**config.mk**
```make
export PLATFORM = sky130hd
export DESIGN_NAME = gf2m_digit_serial_mult
export DESIGN_NICKNAME = d
export VERILOG_FILES = /design/src/rtl/gf2m_digit_serial_mult.sv
export SDC_FILE = /design/constraint.sdc
export NUM_CORES = 1
export LEC_CHECK = 0
export ABC_AREA = 0
export BUFFER_PORTS_ARGS = -buffer_cell sky130_fd_sc_hd__buf_2
export CAP_MARGIN = 10
export CORE_ASPECT_RATIO = 1.5
export CORE_MARGIN = 4
export CORE_UTILIZATION = 35
export DETAILED_ROUTE_END_ITERATION = 6
export PLACE_DENSITY = 0.51
export SLEW_MARGIN = 10
export SYNTH_ARGS = -nofsm -noshare
export SYNTH_HDL_FRONTEND = slang
export SYNTH_SLANG_ARGS = --single-unit
```
**constraint.sdc**
```tcl
create_clock -name clk -period 1.9 [get_ports clk]
set_input_delay 0.19 -clock clk [delete_from_list [all_inputs] [get_ports clk]]
set_output_delay 0.19 -clock clk [all_outputs]
set_load 0.02 [all_outputs]
```
**src/rtl/gf2m_digit_serial_mult.sv**
```systemverilog
`timescale 1ns/1ps
`default_nettype none
// ============================================================================
// Module   : gf2m_digit_serial_mult
// Purpose  : Digit-serial GF(2^WIDTH) multiplier. Consumes DIGIT bits of b per
//            cycle, MSB digit first, then either reduces modulo
//            x^WIDTH + POLY (op_mode=0) or returns the upper WIDTH bits of the
//            raw carry-less product (op_mode=1). Valid/ready on both sides.
// Options  : define GFM_OP_COUNT_EN to add a 16-bit completed-transfer counter
//            on port op_count.
// Revision : 1.0 - initial release
// ============================================================================
module gf2m_digit_serial_mult #(
  parameter int               WIDTH = 8,
  parameter int               DIGIT = 2,
  parameter logic [WIDTH-1:0] POLY  = 8'h1B
) (
  input  logic             clk,
  input  logic             rst_n,
  input  logic             in_valid,
  output logic             in_ready,
  input  logic [WIDTH-1:0] a,
  input  logic [WIDTH-1:0] b,
  input  logic             op_mode,
  output logic             out_valid,
  input  logic             out_ready,
  output logic [WIDTH-1:0] y
`ifdef GFM_OP_COUNT_EN
  ,
  output logic [15:0]      op_count
`endif
);

  // Number of digits, padded b width, accumulator and partial-product widths.
  localparam int N    = (WIDTH + DIGIT - 1) / DIGIT;
  localparam int BW   = N * DIGIT;
  localparam int ACCW = 2 * WIDTH + DIGIT - 1;
  localparam int PPW  = WIDTH + DIGIT - 1;
  localparam int PW   = 2 * WIDTH - 1;
  localparam int CW   = (N > 1) ? $clog2(N) : 1;

  // Full reduction polynomial (explicit x^WIDTH term) at product width.
  localparam logic [PW-1:0] POLY_FULL = PW'({1'b1, POLY});

  typedef enum logic [1:0] {
    S_IDLE = 2'd0,
    S_MUL  = 2'd1,
    S_RED  = 2'd2,
    S_DONE = 2'd3
  } state_t;

  state_t            state_q, state_d;
  logic              in_ready_q, in_ready_d;
  logic              out_valid_q, out_valid_d;
  logic [WIDTH-1:0]  y_q, y_d;
  logic [ACCW-1:0]   acc_q, acc_d;
  logic [CW-1:0]     cnt_q, cnt_d;
  logic [WIDTH-1:0]  a_q, a_d;
  logic [BW-1:0]     b_q, b_d;
  logic              mode_q, mode_d;

  logic [DIGIT-1:0]  digit;
  logic [PPW-1:0]    pp;
  logic [PW-1:0]     fold;
  logic [WIDTH-1:0]  red;
  logic              unused_acc_msbs;

  // The top DIGIT accumulator bits only ever hold zeros shifted out.
  assign unused_acc_msbs = ^acc_q[ACCW-1:ACCW-DIGIT];

  // Carry-less product of a with the current b digit.
  always_comb begin
    digit = b_q[int'(cnt_q) * DIGIT +: DIGIT];
    pp    = '0;
    for (int j = 0; j < DIGIT; j++) begin
      if (digit[j]) pp = pp ^ (PPW'(a_q) << j);
    end
  end

  // Fold product bits 2W-2..W back into the field, highest bit first.
  always_comb begin
    fold = acc_q[PW-1:0];
    for (int i = PW - 1; i >= WIDTH; i--) begin
      if (fold[i]) fold = fold ^ (POLY_FULL << (i - WIDTH));
    end
    red = fold[WIDTH-1:0];
  end

  // Next-state and datapath update for the IDLE/MUL/RED/DONE sequence.
  always_comb begin
    state_d     = state_q;
    out_valid_d = out_valid_q;
    y_d         = y_q;
    acc_d       = acc_q;
    cnt_d       = cnt_q;
    a_d         = a_q;
    b_d         = b_q;
    mode_d      = mode_q;
    case (state_q)
      S_IDLE: begin
        if (in_valid && in_ready_q) begin
          a_d              = a;
          b_d              = '0;
          b_d[WIDTH-1:0]   = b;
          mode_d           = op_mode;
          acc_d            = '0;
          cnt_d            = CW'(N - 1);
          state_d          = S_MUL;
        end
      end
      S_MUL: begin
        acc_d = (acc_q << DIGIT) ^ ACCW'(pp);
        if (cnt_q == '0) state_d = S_RED;
        else             cnt_d   = cnt_q - CW'(1);
      end
      S_RED: begin
        y_d         = mode_q ? acc_q[2*WIDTH-2:WIDTH-1] : red;
        out_valid_d = 1'b1;
        state_d     = S_DONE;
      end
      S_DONE: begin
        if (out_ready) begin
          out_valid_d = 1'b0;
          state_d     = S_IDLE;
        end
      end
      default: state_d = S_IDLE;
    endcase
    // Registered ready: high only in cycles spent in IDLE, so never in the
    // cycle of an output transfer.
    in_ready_d = (state_d == S_IDLE);
  end

  // State and datapath registers; reset aborts any operation in flight.
  always_ff @(posedge clk or negedge rst_n) begin
    if (!rst_n) begin
      state_q     <= S_IDLE;
      in_ready_q  <= 1'b0;
      out_valid_q <= 1'b0;
      y_q         <= '0;
      acc_q       <= '0;
      cnt_q       <= '0;
      a_q         <= '0;
      b_q         <= '0;
      mode_q      <= 1'b0;
    end else begin
      state_q     <= state_d;
      in_ready_q  <= in_ready_d;
      out_valid_q <= out_valid_d;
      y_q         <= y_d;
      acc_q       <= acc_d;
      cnt_q       <= cnt_d;
      a_q         <= a_d;
      b_q         <= b_d;
      mode_q      <= mode_d;
    end
  end

  assign in_ready  = in_ready_q;
  assign out_valid = out_valid_q;
  assign y         = y_q;

`ifdef GFM_OP_COUNT_EN
  logic [15:0] op_count_q, op_count_d;

  // Count completed output transfers, wrapping at 16 bits.
  always_comb begin
    op_count_d = (out_valid_q && out_ready) ? op_count_q + 16'd1 : op_count_q;
  end

  // Transfer counter register.
  always_ff @(posedge clk or negedge rst_n) begin
    if (!rst_n) op_count_q <= '0;
    else        op_count_q <= op_count_d;
  end

  assign op_count = op_count_q;
`else
  // No transfer counter in this build.
`endif

endmodule
`default_nettype wire

```
## Word level (Yosys, flattened, before mapping)

Cells that the tools add are included.

- Bitwise logic cells: 9
- Reduce and logical (&&, ||, !) cells: 10
- Multiplexer cells: 21
- Shift-type cells: 1
- Eq/ne operators: 6
- Add/subtract/negate cells: 1

Operator list:

| kind | number |
|---|---|
| $pmux W15 S2 | 1 |
| $not A4 Y4 | 7 |
| $mux W8 | 3 |
| $mux W9 | 2 |
| $mux W15 | 1 |
| $xor A15 B9 Y15 | 1 |
| $mux W11 | 1 |
| $mux W10 | 1 |
| $mux W2 | 5 |
| $xor A8 B9 Y9 | 1 |
| $pmux W2 S4 | 1 |
| $shiftx A8 B4 Y2 | 1 |
| $mux W7 | 1 |
| $logic_not A2 Y1 | 3 |
| $mux W6 | 1 |
| $ne A2 B2 Y1 const B | 3 |
| $reduce_and A2 Y1 | 3 |
| $mux W5 | 1 |
| $eq A2 B2 Y1 const B | 2 |
| $pmux W2 S2 | 1 |
| $reduce_bool A2 Y1 | 2 |
| $reduce_and A3 Y1 | 1 |
| $eq A2 B1 Y1 const B | 1 |
| $pmux W1 S2 | 1 |
| other kinds (3) | 3 |

- Output and inout port bits: 10
- Bits of input ports: 21
- Word-level logic and storage cells: 57
- Bits in registers: 46

## Longest topological paths before layout

- Depth in word-level cells: 15
- Gate-level depth with buffers: 6
- Gate-level depth less buffers: 5

## Least setup slack after synthesis

OpenSTA, ideal clock, no wires.

- Path kind: register -> register
- Start point: register cnt_q[0]
- End point: register acc_q[4]
- Stages on the path, launching flop included: 6
- Setup slack: 302 ps
- Path buffers: 1
- Period minus slack after synthesis: 1598 ps
- Required time: 1817 ps
- Arrival: 1515 ps
- Library setup time: 83 ps
- Cells stage by stage: dfrtp_1 buf_6 mux4_1 nand2_1 xnor3_1 o22ai_1

- Cells in the longest elaborated chain, start to end: 6

Ends and longest elaborated chain:

| element | line | text |
|---|---|---|
| from (decl) | 57 | `logic [CW-1:0] cnt_q, cnt_d;` |
| from (signal assigned) | 152 | `cnt_q <= cnt_d;` |
| $shiftx A8 B4 Y2 * | 73 | `digit = b_q[int'(cnt_q) * DIGIT +: DIGIT];` |
| $mux W8 | 76 | `if (digit[j]) pp = pp ^ (PPW'(a_q) << j);` |
| $xor A8 B9 Y9 | 76 |  |
| $mux W9 * | 76 |  |
| $xor A15 B9 Y15 * | 112 | `acc_d = (acc_q << DIGIT) ^ ACCW'(pp);` |
| $pmux W15 S2 * | 99 | `case (state_q)` |
| to (signal assigned) | 141 | `acc_q <= '0;` |
| to (signal assigned) | 151 | `acc_q <= acc_d;` |
| to (decl) | 56 | `logic [ACCW-1:0] acc_q, acc_d;` |

Mark *: on every way between the ends. The rest lies on a longest branch, timed or not.
A chain may end at the register's enable or synchronous reset.

## Final worst setup path

- Start point: register cnt_q[0]
- End point: register acc_q[5]

Same word-level chain as after synthesis.

==> impl_metrics.json <==
{
  "die_area_um2": 8060,
  "grt_max_degree": 37,
  "final_common_cell": "dfrtp_1",
  "rr_worst_depth": 4,
  "synth_seq_cells": 46,
  "min_path_type": "in2reg",
  "start_util": 0.3596,
  "seq_area_frac_synth": 0.4936,
  "dpl_worst_slack_ns": 0.1607,
  "globalRoute.totalOverflow": 0,
  "grt_setup_unrepaired": "false",
  "antenna_cells": 0,
  "ys_types": 28,
  "drt-total-wl_um": 4363,
  "antenna_found_initial": 0,
  "cts_buffer_depth": 2,
  "hold_viol": 0,
  "grt_use_total": 0.1237,
  "period_minus_slack_ns": 1.748,
  "rows": 36,
  "gr-max-usage-layer": "met2",
  "remaining_drc_errors": 0,
  "h-tree-depth": 2,
  "fp.dieW_um": 74.65,
  "fin_nets": 261,
  "post_cts_buffers": 0,
  "worst_pin_slew_ns": 0.5748,
  "met2_usage": 0.2101,
  "clk_latency_ns": 0.29,
  "critical_path_required_ns": 2.11,
  "p_leak_nw": 1.319,
  "globalRouteMet1Util": 0.1507,
  "crit_type": "reg2reg",
  "r2r-start": "cnt_q[0]$_DFFE_PN0P_",
  "syn_area_um2": 2332,
  "critical_path.startpoint_type": "register",
  "hold_start": "op_mode",
  "hold_ws_ns": 0.1035,
  "layout-drive-gt1-share": 0.1917,
  "maxCapViolations": 0,
  "hold_depth": 2,
  "layout_common_cells": "dfrtp_1 (46), nand2_1 (44), buf_2 (30), mux2_1 (17)",
  "use_met3": 0.02512,
  "cts_buffers": 5,
  "fin_setup_tns_ns": 0,
  "dp_hpwl_um": 3262,
  "period_share": 0.9202,
  "ios": 31,
  "ant_nets": 0,
  "worstReg2RegEnd": "acc_q[5]$_DFFE_PN0P_",
  "vdd_drop_max_v": 0.0008324,
  "synth_fp_nets": 230,
  "critPathMaxFanout": 8,
  "setup_viol": 0,
  "crit_arrival_ns": 1.96,
  "startpoint": "cnt_q[0]$_DFFE_PN0P_",
  "via_per_inst": 4.778,
  "setup_slack_ns": 0.1516,
  "die_h_um": 108.0,
  "min_to": "mode_q$_DFFE_PN0P_",
  "grt_pass1_wl_um": 7521,
  "slew_viol_final": 0,
  "fmax_ghz": 0.5719,
  "vias": 1510,
  "core-area_um2": 6486,
  "grt_pass1_vias": 1586,
  "wl_per_cell_um": 13.81,
  "cts_root_buf": "clkbuf_8",
  "finClkSkew_ns": 0.005372,
  "first_pass_iters": 4,
  "drt_iter0_drc": 34,
  "cts_sinks": 46,
  "area_growth_syn_to_layout_pct": 17.38,
  "syn_avg_cell_area_um2": 11.21,
  "port_buffers": 30,
  "rrSetupSlack_ns": 0.15,
  "slew_headroom": 0.6168,
  "syn_inst": 208,
  "yosysWarnings": 0,
  "cts_tree": "built",
  "power_density_nw_per_um2": 1905,
  "fin_util": 0.4221,
  "place_congestion": 0.8083,
  "crit_path_end_kind": "register",
  "status": "finished clean",
  "path_clk_slew_ns": 0.09
}
worst max-delay path, stage by stage (launching register included):
cell     delay [ns]
dfrtp_1        0.44
mux4_1         0.74
nand2_1        0.13
xnor3_1        0.21
o22ai_1        0.15
cells in the mapped netlist:
cell,n,share of area
or3_1,3,0.0080
dfrtp_1,46,0.49
buf_6,1,0.0048
ha_1,1,0.0054
nor3_1,2,0.0043
xnor3_1,12,0.12
dlygate4sd1_1,1,0.0038
buf_2,4,0.0086
o21ai_0,3,0.0064
o22ai_1,8,0.021
nand2b_1,2,0.0054
mux4_1,1,0.011
mux4_2,1,0.0097
nor2_1,12,0.019
a21oi_1,4,0.0086
a31oi_1,3,0.0080
mux2_1,17,0.082
inv_1,3,0.0048
nand3_1,1,0.0021
clkbuf_1,8,0.013
nand2_1,44,0.071
xnor2_1,12,0.045
nor2b_1,2,0.0054
xor2_1,1,0.0038
mux2i_1,1,0.0043
o21bai_1,1,0.0032
and3_1,2,0.0054
o21ai_1,12,0.026
per-layer routing:
metal / vias to the layer above / wire length (um)
met2: 26 / 2235
met4: 0 / 99
met5: - / 0
li1: 769 / -
met3: 8 / 148
met1: 707 / 1878
cells by family after synthesis:
family / count (synthesis) / share of synthesized area
compound gates: 31 / 0.07350
xor+xnor: 25 / 0.1647
fa+ha+maj: 1 / 0.005364
buf+inv: 17 / 0.03487
flops: 46 / 0.4936
mux: 20 / 0.1073
simple gates: 68 / 0.1207
stage by stage:
step                power [mW]  cell area [um^2]  instances
floorplan                3.841              2332        208
global placement         4.363              2585        307
detailed placement       4.419              2585        307
CTS                      5.323              2738        316
global route             5.694              2738        316
finish                   5.216              2738        316
area by class of cell:
type / instances / area, um^2
Fill cell: 670 / 3749
Clock inverter: 2 / 60.06
Inverter: 3 / 11.26
Clock buffer: 6 / 82.58
Timing Repair Buffer: 38 / 237.7
Sequential cell: 46 / 1151
Tap cell: 76 / 95.09
Multi-Input combinational cell: 145 / 1100
where the power goes:
group | internal (mW) | total, mW | leakage [nW] | switching (mW)
logic | 1.36 | 2.48 | 0.679 | 1.12
registers | 1.44 | 1.85 | 0.569 | 0.407
clock network | 0.561 | 0.890 | 0.0714 | 0.329
total | 3.36 | 5.22 | 1.32 | 1.86
how the worst max path moves through the flow:
stage / slack, ns / end / depth (start not counted)
5_1_grt: 0.02 / acc_q[4]$_DFFE_PN0P_ / 4
4_1_cts: 0.13 / acc_q[7]$_DFFE_PN0P_ / 4
2_1_floorplan: 0.30 / acc_q[4]$_DFFE_PN0P_ / 5
3_5_place_dp: 0.16 / acc_q[7]$_DFFE_PN0P_ / 4
3_3_place_gp: 0.20 / acc_q[4]$_DFFE_PN0P_ / 4
6_report: 0.15 / acc_q[5]$_DFFE_PN0P_ / 4
registers in the layout, indices dropped and copies added, names as in the netlist:
register and cells:
a_q 8, acc_q 15, b_q 8, cnt_q 2
in_ready 1, mode_q 1, out_valid 1, state_q 2
y 8
what timing repair did:
item                                   in CTS  in global routing
endpoints found under the hold margin      23                  0
gates resized for setup                     0                  0
hold buffers                                1                  0
Power figures use the tool's default switching activity.
